[config.mk]
export PLATFORM = sky130hd
export DESIGN_NAME = seq_arb_ctrl
export DESIGN_NICKNAME = d
export VERILOG_FILES = /design/src/rtl/seq_pkg.sv /design/src/rtl/seq_pattern_core.sv /design/src/rtl/seq_arb_ctrl.sv
export SDC_FILE = /design/constraint.sdc
export NUM_CORES = 1
export LEC_CHECK = 0
export BUFFER_PORTS_ARGS = -buffer_cell sky130_fd_sc_hd__buf_2
export CAP_MARGIN = 20
export CELL_PAD_IN_SITES_DETAIL_PLACEMENT = 1
export CELL_PAD_IN_SITES_GLOBAL_PLACEMENT = 2
export CORE_MARGIN = 2
export CORE_UTILIZATION = 29
export CTS_CLUSTER_DIAMETER = 50
export DETAILED_ROUTE_END_ITERATION = 10
export PLACE_DENSITY_LB_ADDON = 0.05
export SKIP_CTS_REPAIR_TIMING = 1
export SLEW_MARGIN = 20
export SYNTH_ARGS = -nofsm -noshare
export SYNTH_HDL_FRONTEND = slang
export SYNTH_HIERARCHICAL = 1
export SYNTH_SLANG_ARGS = --single-unit
[constraint.sdc]
create_clock -name clk -period 2.7 [get_ports clk]
set_input_delay 0.135 -clock clk [delete_from_list [all_inputs] [get_ports clk]]
set_output_delay 0.135 -clock clk [all_outputs]
set_load 0.1 [all_outputs]
[src/rtl/seq_pkg.sv]
// Shared definitions for the round-robin pattern sequencer: phase codes,
// output pattern table and control-state encoding.
package seq_pkg;

    localparam int FRAME_LEN = 5;

    localparam logic [2:0] PH_P0 = 3'b000;
    localparam logic [2:0] PH_P1 = 3'b001;
    localparam logic [2:0] PH_P2 = 3'b010;
    localparam logic [2:0] PH_P3 = 3'b011;
    localparam logic [2:0] PH_P4 = 3'b111;

    // Bit i is the sm_out level while the engine sits in phase Pi.
    localparam logic [FRAME_LEN-1:0] SM_PATTERN = 5'b11001;

    typedef enum logic [1:0] {
        CTRL_IDLE = 2'd0,
        CTRL_RUN  = 2'd1,
        CTRL_DONE = 2'd2
    } ctrl_e;

    function automatic logic phase_is_legal(input logic [2:0] code);
        logic ok;
        ok = 1'b0;
        case (code)
            PH_P0, PH_P1, PH_P2, PH_P3, PH_P4: ok = 1'b1;
            default:                          ok = 1'b0;
        endcase
        return ok;
    endfunction

    function automatic logic [2:0] phase_next(input logic [2:0] code);
        logic [2:0] nxt;
        nxt = PH_P0;
        case (code)
            PH_P0:   nxt = PH_P1;
            PH_P1:   nxt = PH_P2;
            PH_P2:   nxt = PH_P3;
            PH_P3:   nxt = PH_P4;
            default: nxt = PH_P0;
        endcase
        return nxt;
    endfunction

    // Illegal codes drive the line low until the frame restarts.
    function automatic logic phase_sm(input logic [2:0] code);
        logic lvl;
        lvl = 1'b0;
        case (code)
            PH_P0:   lvl = SM_PATTERN[0];
            PH_P1:   lvl = SM_PATTERN[1];
            PH_P2:   lvl = SM_PATTERN[2];
            PH_P3:   lvl = SM_PATTERN[3];
            PH_P4:   lvl = SM_PATTERN[4];
            default: lvl = 1'b0;
        endcase
        return lvl;
    endfunction

endpackage

[src/rtl/seq_pattern_core.sv]
// Five-phase pattern engine: phase register, sm_out decode and recovery
// from illegal phase codes. Outputs decode only registered state.
module seq_pattern_core
    import seq_pkg::*;
(
    input  logic clk,
    input  logic reset,
    input  logic run,
    input  logic restart,
    output logic sm_out,
    output logic frame_start,
    output logic last_phase,
    output logic err
);

    logic [2:0] phase_q;
    logic [2:0] phase_d;

    // A corrupted code always lands back on P0, whether running or idle.
    always_comb begin
        phase_d = phase_q;
        if (!phase_is_legal(phase_q)) begin
            phase_d = PH_P0;
        end else if (restart) begin
            phase_d = PH_P0;
        end else if (run) begin
            phase_d = phase_next(phase_q);
        end
    end

    always_ff @(posedge clk) begin
        if (!reset) begin
            phase_q <= PH_P0;
        end else begin
            phase_q <= phase_d;
        end
    end

    always_comb begin
        sm_out      = run & phase_sm(phase_q);
        frame_start = run & (phase_q == PH_P0);
        last_phase  = run & (phase_q == PH_P4);
        err         = ~phase_is_legal(phase_q);
    end

endmodule

[src/rtl/seq_arb_ctrl.sv]
// Round-robin arbiter that lends one pattern engine to NREQ requesters,
// one burst of programmed frames at a time.
module seq_arb_ctrl
    import seq_pkg::*;
#(
    parameter int NREQ  = 4,
    parameter int LEN_W = 4
) (
    input  logic                  clk,
    input  logic                  reset,
    input  logic [NREQ-1:0]       req,
    input  logic [NREQ*LEN_W-1:0] len,
    output logic [NREQ-1:0]       grant,
    output logic                  busy,
    output logic                  frame_start,
    output logic                  sm_out,
    output logic                  done,
    output logic                  aborted,
    output logic                  err
);

    localparam int PTR_W = $clog2(NREQ);
    localparam int IW    = PTR_W + 1;

    ctrl_e            state_q, state_d;
    logic [NREQ-1:0]  grant_q, grant_d;
    logic [PTR_W-1:0] rr_ptr_q, rr_ptr_d;
    logic [LEN_W-1:0] frame_cnt_q, frame_cnt_d;
    logic             abort_pend_q, abort_pend_d;
    logic             aborted_q, aborted_d;

    logic             win_found;
    logic [PTR_W-1:0] win_idx;
    logic [LEN_W-1:0] win_len;
    logic             run;
    logic             restart;
    logic             last_phase;
    logic             owner_drop;

    // Scan upward from rr_ptr, wrapping at NREQ; first set request wins.
    always_comb begin
        logic [IW-1:0]    idx;
        logic [PTR_W-1:0] cand;
        idx       = '0;
        cand      = '0;
        win_found = 1'b0;
        win_idx   = '0;
        for (int i = 0; i < NREQ; i++) begin
            idx = {1'b0, rr_ptr_q} + IW'(i);
            if (idx >= IW'(NREQ)) begin
                idx = idx - IW'(NREQ);
            end
            cand = idx[PTR_W-1:0];
            if (!win_found && req[cand]) begin
                win_found = 1'b1;
                win_idx   = cand;
            end
        end
        win_len = '0;
        for (int i = 0; i < NREQ; i++) begin
            if (win_idx == PTR_W'(i)) begin
                win_len = len[i*LEN_W +: LEN_W];
            end
        end
    end

    assign run        = (state_q == CTRL_RUN);
    assign restart    = ~run;
    assign owner_drop = ~|(req & grant_q);

    always_comb begin
        state_d      = state_q;
        grant_d      = grant_q;
        rr_ptr_d     = rr_ptr_q;
        frame_cnt_d  = frame_cnt_q;
        abort_pend_d = abort_pend_q;
        aborted_d    = aborted_q;
        case (state_q)
            CTRL_IDLE: begin
                abort_pend_d = 1'b0;
                aborted_d    = 1'b0;
                if (win_found) begin
                    grant_d     = NREQ'(1) << win_idx;
                    rr_ptr_d    = (win_idx == PTR_W'(NREQ - 1)) ? '0 : win_idx + PTR_W'(1);
                    frame_cnt_d = win_len;
                    state_d     = (win_len == '0) ? CTRL_DONE : CTRL_RUN;
                end
            end
            CTRL_RUN: begin
                if (owner_drop) begin
                    abort_pend_d = 1'b1;
                end
                // A dropped request only takes effect once the current frame has finished.
                if (last_phase) begin
                    frame_cnt_d = frame_cnt_q - LEN_W'(1);
                    if (frame_cnt_q == LEN_W'(1) || abort_pend_q || owner_drop) begin
                        state_d   = CTRL_DONE;
                        grant_d   = '0;
                        aborted_d = abort_pend_q | owner_drop;
                    end
                end
            end
            CTRL_DONE: begin
                state_d   = CTRL_IDLE;
                grant_d   = '0;
                aborted_d = 1'b0;
            end
            default: begin
                state_d = CTRL_IDLE;
                grant_d = '0;
            end
        endcase
    end

    always_ff @(posedge clk) begin
        if (!reset) begin
            state_q      <= CTRL_IDLE;
            grant_q      <= '0;
            rr_ptr_q     <= '0;
            abort_pend_q <= 1'b0;
            aborted_q    <= 1'b0;
        end else begin
            state_q      <= state_d;
            grant_q      <= grant_d;
            rr_ptr_q     <= rr_ptr_d;
            abort_pend_q <= abort_pend_d;
            aborted_q    <= aborted_d;
        end
    end

    always_ff @(posedge clk) begin
        frame_cnt_q <= frame_cnt_d;
    end

    seq_pattern_core u_core (
        .clk         (clk),
        .reset       (reset),
        .run         (run),
        .restart     (restart),
        .sm_out      (sm_out),
        .frame_start (frame_start),
        .last_phase  (last_phase),
        .err         (err)
    );

    assign grant   = grant_q;
    assign busy    = run;
    assign done    = (state_q == CTRL_DONE);
    assign aborted = aborted_q;

endmodule

==> results.ini <==
[status]
status=finished, final reports clean

[layout]
diodes=0
layout.cells.non_filler=222
layout.nets=203
syn_to_final_growth_pct=21.84
ff_latch_area_sq_um=380.4
post-route-util=0.3767
fillers=469
layout-drive-gt1-share=0.2644
multi_input_area_sq_um=719.4

[clock_tree]
numCtsBuffers=3
cts_tree=yes
root_buffer=clkbuf_8
htree_levels=1
cts_buffer_depth=2
cts_num_sinks=17
clkLatencyLatePin_ns=0.26
path_clk_slew_ns=0.07

[pwr]
ir_drop_v=0.0006395
swShare=0.5387
p_per_area_mw_per_mm2=1279
p_total_w=0.001804
p_int_w=0.0008322
leakage_nw=0.6148
sequentialPowerShare=0.259
p_clk_frac=0.110
p_comb_frac=0.631
p_switching_w=0.0009717

[sta]
rsz0062_at_grt=no
skew_ns=0.004515
setup_viol=0
setup-tns-final_ns=0
fin_crit_sh=0.8849
fin_crit_ns=2.389
setup_ws_ns=0.3108
hold_viol_final=0
fmax_ghz=0.4186
final-max-slew-violation-count=0
worst_slew_pin_slew_ns=0.4887
slew_headroom=0.6764

[synthesis]
synthFlopType=dfxtp_1
synth_top_area_share=0.2249
synth_seq_area_share=0.3286
synth_top_cells_by_count=nand2_1 (19), dfxtp_1 (13), inv_1 (10), nor2_1 (10), o21ai_0 (8)
ys_warn_count=6
syn_area_sq_mm=0.001157
synth-seq-cells=17
synth_edf_count=4
synth.avg_cell_area_sq_um=8.150
async_flop_share=0
synth_area_leaders=dfxtp_1 (22%), edfxtp_1 (10%), ha_1 (6.5%)
synth_cells=142
synth.most_common_cell=nand2_1
yosysUniqueCellTypes=41
yosysTopAreaCell=dfxtp_1
syn_nets=170

[critical_path]
cp.required_ns=2.86
path_buf_inv=0
slowest_delay_ns=0.42
crit_arrival_ns=2.55
worst-path-stages=10
critical_path.cell_chain=nor2b_1 > a21oi_1 > nor2_1 > a221oi_2 > and2_1 > ha_1 > o21ai_0 > o221ai_1 > nand4b_1 > a31o_1
path_class=reg2reg
cp-end-kind=flop
worst_r2r_path_depth=10
cp_slowest_cell=dfxtp_1
crit_fanout=8
crit_path_start_kind=flop
crit_family=compound AO/OA/AOI/OAI gates

[drt]
route.detailed.drc=0
first_pass_iters=3
dr_wl_met2_um=1453
wl_met3_um=111
wl_um=3108
drt-met1-wl_um=1520
via_per_inst=4.905
num_vias=1089
drtAntennaViolNets=0
top_layer_used=met4
first_iter_violations=33
wl_per_cell_um=14.00

[worst_hold_path]
min_path_type=in2reg
whs_path_depth=3

[floorplan]
die_h_um=67.18
core_area_sq_mm=0.003744
start_util=0.3092
io_pins=32
die_x_um=67.18
fp-row-count=22
dieArea_sq_mm=0.004512

[grt]
grt_pass1_wl_um=5271
grtUsageTotal=0.1536
grt_max_degree=15
grt_pass1_vias=1123
antenna_found_initial=0
grt-ovfl-total=0

[placed_design]
numPortBuffers=31
place_inst=218
dp_hpwl_um=2508
globalplace.congestion=0.7495
post-place-ws_ns=0.1384

[run]
drv_cap=0

==> worst paths after layout <==
path                end  slack (ns)   startpoint
max          state_q[0]        0.31  rr_ptr_q[0]
min reg2reg    grant[0]        0.46     grant[0]
min            grant[0]        0.24        reset
max reg2reg  state_q[0]        0.31  rr_ptr_q[0]
==> flip-flops by register name, indices dropped and copies added, names as in the netlist <==
name	cells
frame_cnt_q	4
grant	4
u_core/phase_q	3
rr_ptr_q	2
state_q	2
abort_pend_q	1
aborted	1
==> per-layer routing <==
metal / up-vias / global-route usage
met5: - / 0
met2: 22 / 0.2599
met1: 506 / 0.1973
met4: 0 / 0.03571
li1: 559 / -
met3: 2 / 0.03667
==> layout make-up <==
| class | instances | share of cell area |
|---|---|---|
| clock buffers | 3 | 0.02928 |
| clock inverters | 1 | 0.003549 |
| inverters | 11 | 0.02928 |
| multi-input cells | 110 | 0.5102 |
| flip-flops and latches | 17 | 0.2697 |
| well taps | 48 | 0.04259 |
| repair buffers | 32 | 0.1154 |
==> worst min-delay path, cell delays in order <==
cell	delay (ns)
buf_2	0.18
nand2_1	0.09
o21ai_1	0.05
==> cells in the final DEF (no fill, tap or decap), types with 2 or more instances in the layout <==
| master | count |
|---|---|
| ha_1 | 6 |
| a21oi_1 | 7 |
| or2b_1 | 2 |
| mux2i_1 | 3 |
| a211oi_1 | 2 |
| a221oi_2 | 2 |
| nor2_1 | 10 |
| nand3_1 | 6 |
| o22ai_1 | 2 |
| xnor2_1 | 2 |
| o21ai_1 | 6 |
| edfxtp_1 | 4 |
| o221ai_1 | 3 |
| inv_1 | 10 |
| dfxtp_1 | 13 |
| nor2b_1 | 4 |
| nand2_1 | 19 |
| and2_1 | 2 |
| a22oi_1 | 2 |
| nor3_1 | 4 |
| nand2b_1 | 5 |
| clkbuf_8 | 3 |
| o21ai_0 | 8 |
| buf_2 | 31 |
==> logic make-up (layout without fill, tap and decap cells) <==
kind of cell	count (synthesis)	after routing	synth area share
and+or+nand+nor	60	60	0.2735
AOI/OAI and AO/OA	38	38	0.2270
DFF	17	17	0.3287
buffers and inverters	15	47	0.05729
adders and majority gates	6	6	0.06486
xor gates and xnor gates	3	3	0.02271
muxes	3	3	0.02595
==> stage by stage <==
| stage | cell area [sq um] | hold WS [ns] |
|---|---|---|
| after floorplan | 1160 | 0.3091 |
| after global placement | 1358 | 0.4515 |
| after detailed placement | 1358 | 0.4592 |
| after CTS | 1404 | 0.2422 |
| after global routing | 1410 | 0.2797 |
| final | 1410 | 0.2421 |
==> power groups by stage <==
stage                     clock network, W  logic [W]  registers, W
after CTS                         0.000201    0.00115      0.000465
after global placement                   0    0.00113      0.000467
final                             0.000198    0.00114      0.000467
after global routing              0.000213    0.00125      0.000482
after floorplan                          0   0.000843      0.000552
after detailed placement                 0    0.00114      0.000470
No activity file was read; power rests on OpenSTA's default activity.
